$ cat src/rtl/add_seq_wide_pkg.sv
// add_seq_wide_pkg
//   Shared definitions for the sequential wide adder:
//   - SLICE_W    : width of the reused carry-look-ahead slice
//   - state_t    : controller states (IDLE, RUN, DONE)
//   - cnt_width(): slice-counter width for a given slice count, never below 1
package add_seq_wide_pkg;

   localparam int SLICE_W = 16;

   typedef enum logic [1:0] {
      IDLE = 2'd0,
      RUN  = 2'd1,
      DONE = 2'd2
   } state_t;

   function automatic int cnt_width(input int nslice);
      int w;
      w = $clog2(nslice);
      return (w < 1) ? 1 : w;
   endfunction

endpackage

$ cat src/rtl/cla_16bits.sv
// cla_16bits
//   16-bit carry-look-ahead adder, purely combinational. Four 4-bit groups,
//   each producing group generate/propagate; group carries are expanded in
//   closed form so no carry ripples through the whole slice.
//   Ports:
//     x, y  : 16-bit addends
//     carry : carry into bit 0
//     sum   : x + y + carry, low 16 bits
//     cout  : carry out of bit 15
module cla_16bits (
   input  logic [15:0] x,
   input  logic [15:0] y,
   input  logic        carry,
   output logic [15:0] sum,
   output logic        cout
);

   logic [15:0] g;
   logic [15:0] p;
   logic [15:0] c;
   logic [3:0]  gg;
   logic [3:0]  gp;
   logic [4:0]  gc;

   assign g = x & y;
   assign p = x ^ y;

   always_comb begin
      gg = '0;
      gp = '0;
      for (int j = 0; j < 4; j++) begin
         gp[j] = &p[4*j +: 4];
         gg[j] = g[4*j+3]
               | (p[4*j+3] & g[4*j+2])
               | (p[4*j+3] & p[4*j+2] & g[4*j+1])
               | (p[4*j+3] & p[4*j+2] & p[4*j+1] & g[4*j]);
      end
   end

   // Group carries written out fully so each depends only on carry and gg/gp.
   always_comb begin
      gc    = '0;
      gc[0] = carry;
      gc[1] = gg[0] | (gp[0] & carry);
      gc[2] = gg[1] | (gp[1] & gg[0]) | (gp[1] & gp[0] & carry);
      gc[3] = gg[2] | (gp[2] & gg[1]) | (gp[2] & gp[1] & gg[0])
            | (gp[2] & gp[1] & gp[0] & carry);
      gc[4] = gg[3] | (gp[3] & gg[2]) | (gp[3] & gp[2] & gg[1])
            | (gp[3] & gp[2] & gp[1] & gg[0])
            | (gp[3] & gp[2] & gp[1] & gp[0] & carry);
   end

   always_comb begin
      c = '0;
      for (int j = 0; j < 4; j++) begin
         c[4*j]   = gc[j];
         c[4*j+1] = g[4*j] | (p[4*j] & gc[j]);
         c[4*j+2] = g[4*j+1] | (p[4*j+1] & g[4*j]) | (p[4*j+1] & p[4*j] & gc[j]);
         c[4*j+3] = g[4*j+2] | (p[4*j+2] & g[4*j+1]) | (p[4*j+2] & p[4*j+1] & g[4*j])
                  | (p[4*j+2] & p[4*j+1] & p[4*j] & gc[j]);
      end
   end

   assign sum  = p ^ c;
   assign cout = gc[4];

endmodule

$ cat src/rtl/add_seq_wide.sv
// add_seq_wide
//   Wide adder that reuses one 16-bit CLA slice, one slice per clock,
//   least-significant slice first. The inter-slice carry is registered.
//   Ports:
//     clk, rst_n           : clock, synchronous active-low reset
//     in_valid / in_ready  : operand handshake (a, b, c_in latched on accept)
//     out_valid / out_ready: result handshake (sum, c_out, ovf held while valid)
//     a, b                 : W-bit operands, W = 16*NSLICE
//     c_in                 : carry into slice 0
//     sum                  : a + b + c_in modulo 2^W
//     c_out                : carry out of bit W-1
//     ovf                  : two's-complement overflow
module add_seq_wide
   import add_seq_wide_pkg::*;
#(
   parameter int NSLICE = 4
) (
   input  logic                      clk,
   input  logic                      rst_n,
   input  logic                      in_valid,
   output logic                      in_ready,
   input  logic [SLICE_W*NSLICE-1:0] a,
   input  logic [SLICE_W*NSLICE-1:0] b,
   input  logic                      c_in,
   output logic                      out_valid,
   input  logic                      out_ready,
   output logic [SLICE_W*NSLICE-1:0] sum,
   output logic                      c_out,
   output logic                      ovf
);

   localparam int W  = SLICE_W * NSLICE;
   localparam int CW = cnt_width(NSLICE);

   state_t              state;
   state_t              state_nxt;
   logic [W-1:0]        a_reg;
   logic [W-1:0]        b_reg;
   logic [W-1:0]        sum_reg;
   logic                carry_reg;
   logic                ovf_reg;
   logic [CW-1:0]       k;
   logic                last;
   logic                accept;
   logic [SLICE_W-1:0]  cla_x;
   logic [SLICE_W-1:0]  cla_y;
   logic [SLICE_W-1:0]  cla_sum;
   logic                cla_cout;

   assign last   = (k == CW'(NSLICE - 1));
   assign accept = (state == IDLE) && in_valid;

   assign cla_x = a_reg[int'(k)*SLICE_W +: SLICE_W];
   assign cla_y = b_reg[int'(k)*SLICE_W +: SLICE_W];

   cla_16bits u_cla (
      .x     (cla_x),
      .y     (cla_y),
      .carry (carry_reg),
      .sum   (cla_sum),
      .cout  (cla_cout)
   );

   always_ff @(posedge clk) begin
      if (!rst_n) begin
         state <= IDLE;
      end else begin
         state <= state_nxt;
      end
   end

   always_comb begin
      state_nxt = state;
      in_ready  = 1'b0;
      out_valid = 1'b0;
      case (state)
         IDLE: begin
            in_ready = 1'b1;
            if (in_valid) state_nxt = RUN;
         end
         RUN: begin
            if (last) state_nxt = DONE;
         end
         DONE: begin
            out_valid = 1'b1;
            if (out_ready) state_nxt = IDLE;
         end
         default: state_nxt = IDLE;
      endcase
   end

   // Operand registers only change on an accepted handshake; they need no reset.
   always_ff @(posedge clk) begin
      if (accept) begin
         a_reg <= a;
         b_reg <= b;
      end
   end

   always_ff @(posedge clk) begin
      if (!rst_n) begin
         sum_reg   <= '0;
         carry_reg <= 1'b0;
         ovf_reg   <= 1'b0;
         k         <= '0;
      end else begin
         case (state)
            IDLE: begin
               if (in_valid) begin
                  carry_reg <= c_in;
                  k         <= '0;
               end
            end
            RUN: begin
               sum_reg[int'(k)*SLICE_W +: SLICE_W] <= cla_sum;
               carry_reg <= cla_cout;
               k         <= k + 1'b1;
               // sum^a^b at the MSB recovers the carry into bit W-1.
               if (last) begin
                  ovf_reg <= cla_sum[SLICE_W-1] ^ a_reg[W-1] ^ b_reg[W-1] ^ cla_cout;
               end
            end
            default: ;
         endcase
      end
   end

   assign sum   = sum_reg;
   assign c_out = carry_reg;
   assign ovf   = ovf_reg;

endmodule

$ cat config.mk
export PLATFORM = sky130hd
export DESIGN_NAME = add_seq_wide
export DESIGN_NICKNAME = d
export VERILOG_FILES = /design/src/rtl/add_seq_wide_pkg.sv /design/src/rtl/cla_16bits.sv /design/src/rtl/add_seq_wide.sv
export SDC_FILE = /design/constraint.sdc
export NUM_CORES = 1
export LEC_CHECK = 0
export CORE_ASPECT_RATIO = 0.75
export CORE_MARGIN = 2
export CORE_UTILIZATION = 35
export CTS_CLUSTER_DIAMETER = 120
export DETAILED_ROUTE_END_ITERATION = 8
export GPL_TIMING_DRIVEN = 1
export PLACE_DENSITY = 0.7
export SLEW_MARGIN = 40
export SYNTH_ARGS = -nofsm -noshare
export SYNTH_HDL_FRONTEND = slang
export SYNTH_SLANG_ARGS = --single-unit
$ cat constraint.sdc
create_clock -name clk -period 8.69 [get_ports clk]
set_input_delay 2.1725 -clock clk [delete_from_list [all_inputs] [get_ports clk]]
set_output_delay 2.1725 -clock clk [all_outputs]
set_load 0.1 [all_outputs]
Word-level counts from Yosys, hierarchy flattened
Index checks and enable logic that the tools add are counted.
Word-level totals
  register bits after elaboration: 198
  input bits: 133
  output and inout bits: 68
  word-level logic and storage cells: 164
Operators by class
  $add $sub $neg: 2
  equality and inequality tests: 6
  shifts and indexed selects: 4
  multiplexer cells: 11
  bitwise logic cells: 124
  reductions and logical operators: 10
Operator list (number)
  $shiftx 64x7->16: 2
  $and 1x1->1: 72
  $bwmux 64: 1
  $shift 16x33->64 const A: 1
  $shiftx 16x33->64: 1
  $or 1x1->1: 46
  $neg 6->33: 1
  $xor 16x16->16: 2
  $and 16x16->16: 1
  $reduce_and 4->1: 4
  $mux 2: 4
  $ne 2x2->1 const B: 3
  $pmux 2 s3: 1
  $eq 2x2->1 const B: 2
  $pmux 2 s2: 1
  $reduce_and 2->1: 2
  $mux 1: 3
  $reduce_and 3->1: 1
  $xor 1x1->1: 3
  $add 2x1->2 const B: 1
  $eq 2x1->1 const B: 1
  $logic_not 2->1: 1
  $pmux 1 s2: 1
  $reduce_bool 2->1: 1
  $logic_and 1x1->1: 1

Logic depth before layout (Yosys ltp)
Gate-level depths: netlist of the first run.
  word-level depth: 16
  mapped depth: 14
  gate-level depth less buffers: 12

Cells and area by module
From an unflattened synthesis of the first run, not the netlist that was laid out.
Second synthesis, totals
  cells, all modules: 530
  area total of the unflattened synthesis: 8149.1 sq um
Modules (own cells, without submodules)
  add_seq_wide: times used 1, cells an instance 428, area an instance 7363.3 sq um, sequential area each 5245.0 sq um
  cla_16bits: times used 1, cells an instance 102, area an instance 785.8 sq um, sequential area each 0.0 sq um

Least setup slack after synthesis of the first run
OpenSTA, ideal clock, no wires.
  path type: input to register
  start: in in_valid
  end: reg carry_reg, in the netlist c_out
  library setup time: 0.076 ns
  data arrival time: 5.393 ns
  data required time: 8.614 ns
  slack: 3.221 ns
  stages on the path: 4
  path buffers: 0
  cells stage by stage: nand2_1 -> inv_1 -> a221oi_1 -> a21oi_1
On the way
  longest elaborated chain between the ends: 2
RTL lines
  from (decl): line add_seq_wide.sv:20  | input logic in_valid,
  $ne 2x2->1 (no line)
  $reduce_and 2->1 (no line)
  to (signal assigned): line add_seq_wide.sv:110  | carry_reg <= c_in;
  to (signal assigned): line add_seq_wide.sv:116  | carry_reg <= cla_cout;
  to (decl): line add_seq_wide.sv:40  | logic carry_reg;
Every way passes these cells.
A chain may end at the register's enable or synchronous reset.

Final worst setup path of the first run
  start: reg k[0]
  end: reg sum_reg[13], in the netlist sum[13]
On the way
  longest elaborated chain between the ends: 15
  elaborated cells between the ends (all ways): 111
  those cells by class: add/sub (1); shift (4); mux (1); bitwise (102); reduce/logical (3)
RTL lines
  from (decl): line add_seq_wide.sv:42  | logic [CW-1:0] k;
  from (signal assigned): line add_seq_wide.sv:117  | k <= k + 1'b1;
  $shiftx 64x7->16, on equally long branches: line add_seq_wide.sv:53, add_seq_wide.sv:54
  $xor 16x16->16 / $and 16x16->16 (equally long branches): line cla_16bits.sv:26, cla_16bits.sv:25
  $and 1x1->1, on equally long branches: line cla_16bits.sv:34, cla_16bits.sv:35, cla_16bits.sv:36
  $or 1x1->1 (tied with other cells): line cla_16bits.sv:34  | | (p[4*j+3] & g[4*j+2])
  $or 1x1->1 / $and 1x1->1 (equally long branches): line cla_16bits.sv:35, cla_16bits.sv:36
  $or 1x1->1: line cla_16bits.sv:36  | | (p[4*j+3] & p[4*j+2] & p[4*j+1] & g[4*j]);
  $and 1x1->1: line cla_16bits.sv:46  | gc[3] = gg[2] | (gp[2] & gg[1]) | (gp[2] & gp[1] & gg[0])
  $or 1x1->1 (2 in series): line cla_16bits.sv:46
  $or 1x1->1: line cla_16bits.sv:47  | | (gp[2] & gp[1] & gp[0] & carry);
  $and 1x1->1, on equally long branches: line cla_16bits.sv:57, cla_16bits.sv:58, cla_16bits.sv:60
  $or 1x1->1, on equally long branches: line cla_16bits.sv:57, cla_16bits.sv:58, cla_16bits.sv:60
  $xor 16x16->16: line cla_16bits.sv:64  | assign sum = p ^ c;
  $shiftx 16x33->64: line add_seq_wide.sv:115  | sum_reg[int'(k)*SLICE_W +: SLICE_W] <= cla_sum;
  $bwmux 64 (*): line add_seq_wide.sv:115
  to (signal, indexed assignment): line add_seq_wide.sv:115
  to (decl): line add_seq_wide.sv:39  | logic [W-1:0] sum_reg;
Every way passes the cells marked *; elsewhere a longest branch is shown, timed or not.

==> impl_metrics.json, run 1 <==
{
  "status": "complete, no violations",
  "irDropWorstVdd_mv": 0.112,
  "syn_nets": 680,
  "critPathBufInv": 1,
  "hp-class": "reg -> reg",
  "post-route-cell-area_mm2": 0.0106,
  "synth_edf_count": 128,
  "critPathMaxFanout": 26,
  "end_kind": "register",
  "comb_power_share": 0.171,
  "num-fill-cells": 1984,
  "ant_nets": 0,
  "postCtsSetupBuffers": 0,
  "final_layout_size_suffix_gt1_frac": 0.214,
  "yosys_warnings": 0,
  "root_buffer": "clkbuf_16",
  "p_seq_frac": 0.475,
  "gp_congestion": 0.710,
  "fin_worst_skew_ns": 0.0113,
  "grt_pass1_wl_um": 28300,
  "maxCapViolations": 0,
  "cpPeakStageDelay_ns": 0.65,
  "wl_met3_um": 1370,
  "fin_total_pwr_mw": 2.25,
  "via_per_inst": 4.95,
  "min_period_ns": 4.48,
  "syn_inst": 521,
  "critPathLaunchType": "register",
  "cpMaxStageDelayCell": "dfxtp_2",
  "worstMarginPinSlew_ns": 0.790,
  "grt_pass1_vias": 4990,
  "switchingPower_mw": 0.637,
  "period_share": 0.516,
  "hpwl_um": 13800,
  "ctsLongestPathBuffers": 2,
  "cp.depth": 13,
  "overflow": 0,
  "r2r_start": "k[0]$_SDFFE_PN0P_",
  "critPathLaunch": "k[0]$_SDFFE_PN0P_",
  "topRoutingLayerUsed": "met4",
  "drt_wl_total_um": 19100,
  "grt_usage": 0.160,
  "vias": 5127,
  "yosysUniqueCellTypes": 50,
  "port_buffers": 200,
  "synth_top_cell_by_area": "edfxtp_1",
  "drc": 0,
  "synthArstFlopShare": 0,
  "cts.reportedPaths.clkPinSlew_ns": 0.07,
  "required_ns": 9.05,
  "hold_start": "sum[58]$_SDFFE_PN0P_",
  "switching_share": 0.284,
  "netlist.area_leader.share": 0.478,
  "crit_chain": "buf_4 > mux4_2 > ha_1 > a211oi_1 > o21ai_1 > a21oi_1 > o21ai_0 > nand3_1 > nand2_1 > fa_1 > xor2_1 > a22oi_1 > nor2b_1",
  "route.met2.wl_um": 8680,
  "rows": 48,
  "mappedNetlistArea_mm2": 0.00804,
  "yosysSeqAreaShare": 0.652,
  "cts_sinks": 198,
  "die_w_um": 179,
  "fp.dieArea_mm2": 0.0242,
  "cp.arrival_ns": 4.85,
  "start_util": 0.353,
  "rsz0062_at_grt": "false",
  "ios": 201,
  "antenna_found_initial": 0,
  "ys.flop_type": "edfxtp_1",
  "cp_top_family": "compound AO/OA/AOI/OAI gates",
  "syn_area_per_cell_um2": 15.4,
  "holdWs_ns": 0.472,
  "h-tree-depth": 4,
  "p_per_area_mw_per_mm2": 212,
  "path_class": "reg -> reg",
  "hold_viol_final": 0,
  "final_nets": 881,
  "fmax_mhz": 223,
  "diodes": 0,
  "synthToLayoutAreaGrowth_pct": 31.9,
  "post_cts_resized": 0,
  "core_region_area_mm2": 0.0228,
  "synth-seq-cells": 198,
  "cts_tree": "yes",
  "first_pass_iters": 5,
  "grt_max_degree": 94,
  "slew_violations": 0,
  "clk_latency_ns": 0.43,
  "worstRegToRegCells": 13,
  "p_int_mw": 1.61,
  "leakage_nw": 3.80,
  "synth.area.top_cells": "edfxtp_1 48%, dfxtp_1 17%, mux4_2 9.0%",
  "routedWlPerCell_um": 18.5,
  "r2r_slack_ns": 4.21,
  "cts-hold-fix-buffers": 0,
  "pwr-share-clk": 0.354,
  "tns_ns": 0,
  "yosysMostFrequentCell": "edfxtp_1",
  "slew_headroom": 0.471,
  "finalSetupViolations": 0,
  "die_h_um": 135,
  "dpl-instance-area_mm2": 0.0100,
  "wl_met1_um": 8870,
  "ys_top_cells_by_count": "128 x edfxtp_1, 70 x dfxtp_1, 55 x nor2b_1, 49 x a22oi_1, 32 x mux4_2",
  "cts_made_buffers": 17,
  "min_path_cells": 2,
  "drt-initial-drc-count": 353
}
-- kinds of logic (layout without fill, tap and decap cells) --
group                      after synthesis  after routing  share of synthesized area
and+or+nand+nor                        114            114                     0.0908
DFF                                    198            198                      0.652
muxes                                   35             35                     0.0935
xor gates and xnor gates                11             11                     0.0120
AOI/OAI and AO/OA                      103            103                     0.0890
buffers and inverters                   34            248                     0.0185
adders and majority gates               26             26                     0.0442
-- layout by cell type (no fill, tap or decap), types with 2 or more instances in the layout --
master | netlist | routed
nor4b_4 | 3 | 3
clkinv_2 | 0 | 2
a21boi_0 | 3 | 3
a211oi_1 | 2 | 2
a22oi_1 | 49 | 49
nor2_1 | 9 | 9
buf_4 | 4 | 6
mux4_2 | 32 | 32
nand3_1 | 20 | 20
a21oi_1 | 6 | 6
nand4b_1 | 2 | 2
ha_1 | 22 | 22
inv_8 | 0 | 7
nand2_1 | 12 | 12
fa_1 | 4 | 4
o211ai_1 | 2 | 2
a21o_1 | 3 | 3
clkdlybuf4s50_1 | 0 | 131
nor3b_1 | 2 | 2
edfxtp_1 | 128 | 128
o31ai_1 | 2 | 2
clkbuf_16 | 0 | 17
o21ai_1 | 4 | 4
dfxtp_1 | 70 | 68
xor2_1 | 5 | 5
buf_2 | 5 | 69
nor2b_1 | 55 | 55
inv_1 | 9 | 8
mux2i_1 | 2 | 2
clkinv_4 | 0 | 3
dfxtp_2 | 0 | 2
xnor2_1 | 6 | 6
o21ai_0 | 20 | 20
nand2_2 | 3 | 3
-- metrics by stage --
step	utilization	worst slack, ns	cells
floorplan	-	3.22	521
finish	0.466	4.21	1035
detailed placement	0.439	4.16	1000
global placement	0.454	4.17	1000
global route	0.466	3.67	1035
CTS	0.465	4.14	1032
-- area by class of cell --
class	instances	area, µm²	share of cell area
sequential	198	5250	0.495
multi-input combinational	289	2650	0.250
timing repair buffer	207	1720	0.162
clock buffer	17	425	0.0401
tap	300	375	0.0354
clock inverter	15	161	0.0152
inverter	9	36.3	0.00342
-- layer usage --
metal,global-route usage,vias up
met5,0,-
li1,-,2413
met2,0.244,203
met4,0.0425,0
met3,0.0373,14
met1,0.229,2497
-- worst reg2reg max path, delay by kind of cell (launching register included) --
| kind | cells | cell delay [ns] |
|---|---|---|
| compound gates | 5 | 1.23 |
| xor+xnor | 1 | 0.32 |
| fa+ha+maj | 2 | 0.71 |
| buf+inv | 1 | 0.57 |
| flops | 1 | 0.65 |
| mux | 1 | 0.61 |
| simple gates | 3 | 0.33 |
-- final timing paths --
kind,endpoint
worst min register to register,sum[58]$_SDFFE_PN0P_
worst max-delay path,sum[13]$_SDFFE_PN0P_
worst min-delay path,sum[58]$_SDFFE_PN0P_
worst max register to register,sum[13]$_SDFFE_PN0P_
-- power by group through the flow --
stage / Combinational (mW) / Clock [mW] / Sequential, mW
after global routing: 0.414 / 0.851 / 1.07
after global placement: 0.390 / 0 / 1.09
after floorplan: 0.189 / 0 / 1.14
final: 0.384 / 0.794 / 1.07
after detailed placement: 0.386 / 0 / 1.09
after CTS: 0.388 / 0.816 / 1.07
Note: power is estimated with default switching activity, not from simulation.
==> run 2, diff against run 1 <==
- PLACE_DENSITY: 0.7 -> 0.72
- clock period: 8.69 -> 3.7 ns (I/O delays scaled with it)
==> impl_metrics.json, run 2 (synthesis gave the netlist of run 1 again) <==
{
  "fp.dieArea_mm2": 0.0242,
  "postCtsSetupBuffers": 0,
  "worstRegToRegCells": 13,
  "fin_worst_skew_ns": 0.0106,
  "period_share": 0.918,
  "slew_headroom": 0.517,
  "hpwl_um": 15100,
  "final_nets": 896,
  "h-tree-depth": 4,
  "slew_violations": 0,
  "path_class": "reg -> reg",
  "synthToLayoutAreaGrowth_pct": 35.3,
  "tns_ns": 0,
  "p_per_area_mw_per_mm2": 497,
  "ios": 201,
  "cts-hold-fix-buffers": 0,
  "ctsLongestPathBuffers": 2,
  "end_kind": "register",
  "first_pass_iters": 4,
  "min_path_cells": 2,
  "via_per_inst": 4.94,
  "status": "complete, no violations",
  "die_h_um": 135,
  "root_buffer": "clkbuf_16",
  "finalSetupViolations": 0,
  "overflow": 0,
  "cp.arrival_ns": 3.71,
  "antenna_found_initial": 0,
  "r2r_end": "sum[45]$_SDFFE_PN0P_",
  "final_cell_mix": "131 x clkdlybuf4s50_1, 128 x edfxtp_1, 68 x dfxtp_1, 55 x nor2b_1, 49 x a22oi_1",
  "hp-class": "reg -> reg",
  "hold_viol_final": 0,
  "maxCapViolations": 0,
  "leakage_nw": 3.90,
  "vias": 5191,
  "min_period_ns": 3.40,
  "die_w_um": 179,
  "grt_usage": 0.167,
  "irDropWorstVdd_mv": 0.276,
  "worstMarginPinSlew_ns": 0.723,
  "required_ns": 4.02,
  "r2r_slack_ns": 0.30,
  "cts.reportedPaths.clkPinSlew_ns": 0.07,
  "grt_pass1_vias": 5139,
  "critPathMaxFanout": 17,
  "grt_max_degree": 37,
  "cts_made_buffers": 17,
  "cts_tree": "yes",
  "cts_sinks": 198,
  "gp_congestion": 0.756,
  "port_buffers": 200,
  "rows": 48,
  "core_region_area_mm2": 0.0228,
  "drc": 0,
  "routedWlPerCell_um": 19.0,
  "grt_pass1_wl_um": 29700,
  "final_layout_size_suffix_gt1_frac": 0.236,
  "post_cts_resized": 0,
  "final_common_cell": "clkdlybuf4s50_1",
  "ant_nets": 0,
  "clk_latency_ns": 0.43,
  "drt-initial-drc-count": 339,
  "r2r_start": "k[0]$_SDFFE_PN0P_",
  "hold_start": "sum[15]$_SDFFE_PN0P_",
  "drt_wl_total_um": 19900,
  "rsz0062_at_grt": "false",
  "hold_end": "sum[15]$_SDFFE_PN0P_",
  "diodes": 0,
  "fin_total_pwr_mw": 5.41,
  "fmax_mhz": 294,
  "critPathLaunchType": "register",
  "start_util": 0.353
}
-- run 2: worst max path at each step --
stage                 startpoint                    to  slack (ns)  cells after the start
3_3_place_gp   k[0]$_SDFFE_PN0P_  sum[61]$_SDFFE_PN0P_        0.26                     13
6_report       k[0]$_SDFFE_PN0P_  sum[45]$_SDFFE_PN0P_        0.30                     13
4_1_cts        k[0]$_SDFFE_PN0P_  sum[29]$_SDFFE_PN0P_        0.07                     13
2_1_floorplan  k[0]$_SDFFE_PN0P_  sum[13]$_SDFFE_PN0P_        0.09                     14
5_1_grt        k[0]$_SDFFE_PN0P_  sum[29]$_SDFFE_PN0P_        0.03                     13
3_5_place_dp   k[0]$_SDFFE_PN0P_  sum[61]$_SDFFE_PN0P_         0.1                     13
-- run 2: final cells by class --
type	count	area [µm²]
Inverter	9	37.5
Multi-Input combinational cell	289	2680
Fill cell	1947	11900
Tap cell	300	375
Clock buffer	17	425
Timing Repair Buffer	222	1930
Sequential cell	198	5250
Clock inverter	15	189
-- run 2: worst max-delay path, stage by stage, from the launching register on --
cell	delay (ns)
dfxtp_4	0.41
buf_12	0.19
mux4_2	0.52
ha_1	0.36
a21oi_2	0.21
o21ai_0	0.18
a21oi_2	0.17
o21ai_0	0.16
nand3_1	0.12
nand2_1	0.07
fa_1	0.42
xor2_2	0.19
a22oi_1	0.20
nor2b_1	0.07
-- run 2: where the power goes --
part	switching (mW)	internal [mW]	total, mW
combinational	0.571	0.398	0.969
sequential	0.0392	2.46	2.50
clock	0.905	1.03	1.94
-- run 2: through the flow --
stage                     std cells  area, µm²  worst slack [ns]  utilization  hold WS [ns]
final                          1050      10900             0.304        0.478         0.468
after detailed placement       1017      10200            0.0966        0.450         0.457
after global routing           1050      10900            0.0297        0.478         0.484
after CTS                      1049      10800            0.0746        0.477         0.467
after global placement         1017      10500             0.263        0.460         0.452
after floorplan                 521       8050            0.0882            -         0.463
-- run 2: routing by layer --
| layer | share of wire | GRT usage |
|---|---|---|
| met5 | 0 | 0 |
| met4 | 0.012 | 0.0474 |
| met3 | 0.065 | 0.0390 |
| met2 | 0.47 | 0.261 |
| met1 | 0.46 | 0.234 |
==> run 3, diff against run 2 <==
- CORE_MARGIN: 2 -> 4
==> impl_metrics.json, run 3 (synthesis gave the netlist of run 1 again) <==
{
  "status": "complete, no violations",
  "rows": 47,
  "overflow": 0,
  "drt-initial-drc-count": 400,
  "slew_headroom": 0.544,
  "irDropWorstVdd_mv": 0.277,
  "final_cell_mix": "131 x clkdlybuf4s50_1, 128 x edfxtp_1, 68 x dfxtp_1, 55 x nor2b_1, 54 x buf_4",
  "hold_viol_final": 0,
  "die_w_um": 183,
  "core_region_area_mm2": 0.0223,
  "fp.dieArea_mm2": 0.0255,
  "ant_nets": 0,
  "final_nets": 895,
  "ios": 201,
  "fmax_mhz": 298,
  "layout.cells.non_filler": 1043,
  "critPathMaxFanout": 19,
  "port_buffers": 200,
  "cp.arrival_ns": 3.68,
  "final_layout_size_suffix_gt1_frac": 0.228,
  "path_class": "reg -> reg",
  "cts_tree": "yes",
  "h-tree-depth": 4,
  "dpl.cell_count": 1011,
  "drt_wl_total_um": 19900,
  "cp_top_family": "compound AO/OA/AOI/OAI gates",
  "first_pass_iters": 5,
  "cpMaxStageDelayCell": "dfxtp_2",
  "period_share": 0.908,
  "grt_usage": 0.155,
  "ctsLongestPathBuffers": 2,
  "start_util": 0.360,
  "antenna_found_initial": 0,
  "via_per_inst": 4.92,
  "fin_worst_skew_ns": 0.0145,
  "holdWs_ns": 0.476,
  "cts.reportedPaths.clkPinSlew_ns": 0.07,
  "slew_violations": 0,
  "grt_pass1_vias": 5333,
  "grt_max_degree": 63,
  "p_per_area_mw_per_mm2": 483,
  "required_ns": 4.02,
  "hpwl_um": 15200,
  "end_kind": "register",
  "maxCapViolations": 0,
  "cts_made_buffers": 17,
  "min_period_ns": 3.36,
  "gp_congestion": 0.752,
  "final_common_cell": "clkdlybuf4s50_1",
  "die_h_um": 139,
  "critPathBufInv": 0,
  "r2r_slack_ns": 0.34,
  "crit_chain": "mux4_2 > ha_1 > a211oi_1 > o21ai_1 > a21oi_2 > o21ai_0 > nand3_1 > nand2_1 > fa_1 > xor2_2 > a22oi_1 > nor2b_1",
  "finalSetupViolations": 0,
  "tns_ns": 0,
  "diodes": 0,
  "routedWlPerCell_um": 19.1,
  "leakage_nw": 3.86,
  "clk_latency_ns": 0.43,
  "grt_pass1_wl_um": 30300,
  "cts_sinks": 198,
  "final_core_util": 0.484,
  "root_buffer": "clkbuf_16",
  "rsz0062_at_grt": "false",
  "cpPeakStageDelay_ns": 0.64,
  "synthToLayoutAreaGrowth_pct": 34.4,
  "drc": 0,
  "hp-class": "reg -> reg",
  "critPathLaunchType": "register",
  "vias": 5131,
  "worstMarginPinSlew_ns": 0.679
}
==> run 3: area by class of cell <==
cell class / count / area [µm²]
multi-input cells: 289 / 2670
clock buffers: 18 / 429
fillers: 1964 / 11500
flip-flops and latches: 198 / 5250
clock inverters: 14 / 125
well taps: 294 / 368
inverters: 9 / 37.5
repair buffers: 221 / 1930
==> run 3: metrics by stage <==
stage / worst slack, ns / power [mW] / cell area (µm²)
floorplan: 0.0882 / 3.11 / 8050
global placement: 0.221 / 3.48 / 10400
detailed placement: 0.0896 / 3.49 / 10200
CTS: 0.0664 / 5.26 / 10800
global route: 0.0182 / 5.45 / 10800
finish: 0.342 / 5.23 / 10800
==> run 3: worst reg2reg max path, cell delays in order, from the launching register on <==
cell,delay (ns)
dfxtp_2,0.64
mux4_2,0.41
ha_1,0.32
a211oi_1,0.34
o21ai_1,0.17
a21oi_2,0.19
o21ai_0,0.15
nand3_1,0.12
nand2_1,0.07
fa_1,0.41
xor2_2,0.19
a22oi_1,0.18
nor2b_1,0.07
==> run 3: routing by layer <==
metal / track usage / wire, µm / vias up
met1: 0.216 / 9070 / 2504
met4: 0.0380 / 229 / 0
li1: - / - / 2442
met2: 0.240 / 9190 / 171
met5: 0 / 0 / -
met3: 0.0470 / 1420 / 14
==> run 3: final timing paths <==
path	cells past startpoint	startpoint	endpoint
max	12	k[1]$_SDFFE_PN0P_	sum[45]$_SDFFE_PN0P_
min	2	sum[59]$_SDFFE_PN0P_	sum[59]$_SDFFE_PN0P_
max reg2reg	12	k[1]$_SDFFE_PN0P_	sum[45]$_SDFFE_PN0P_
min reg2reg	2	sum[59]$_SDFFE_PN0P_	sum[59]$_SDFFE_PN0P_
==> run 3: power by group <==
group	leakage, nW	internal [mW]	switching [mW]
Sequential	1.79	2.46	0.0420
Clock	0.272	0.939	0.841
Combinational	1.80	0.384	0.556
==> run 3: timing repair <==
action	CTS	global route
hold buffers	0	0
setup buffers	0	0
setup endpoints to repair	0	12
resized for setup	0	6
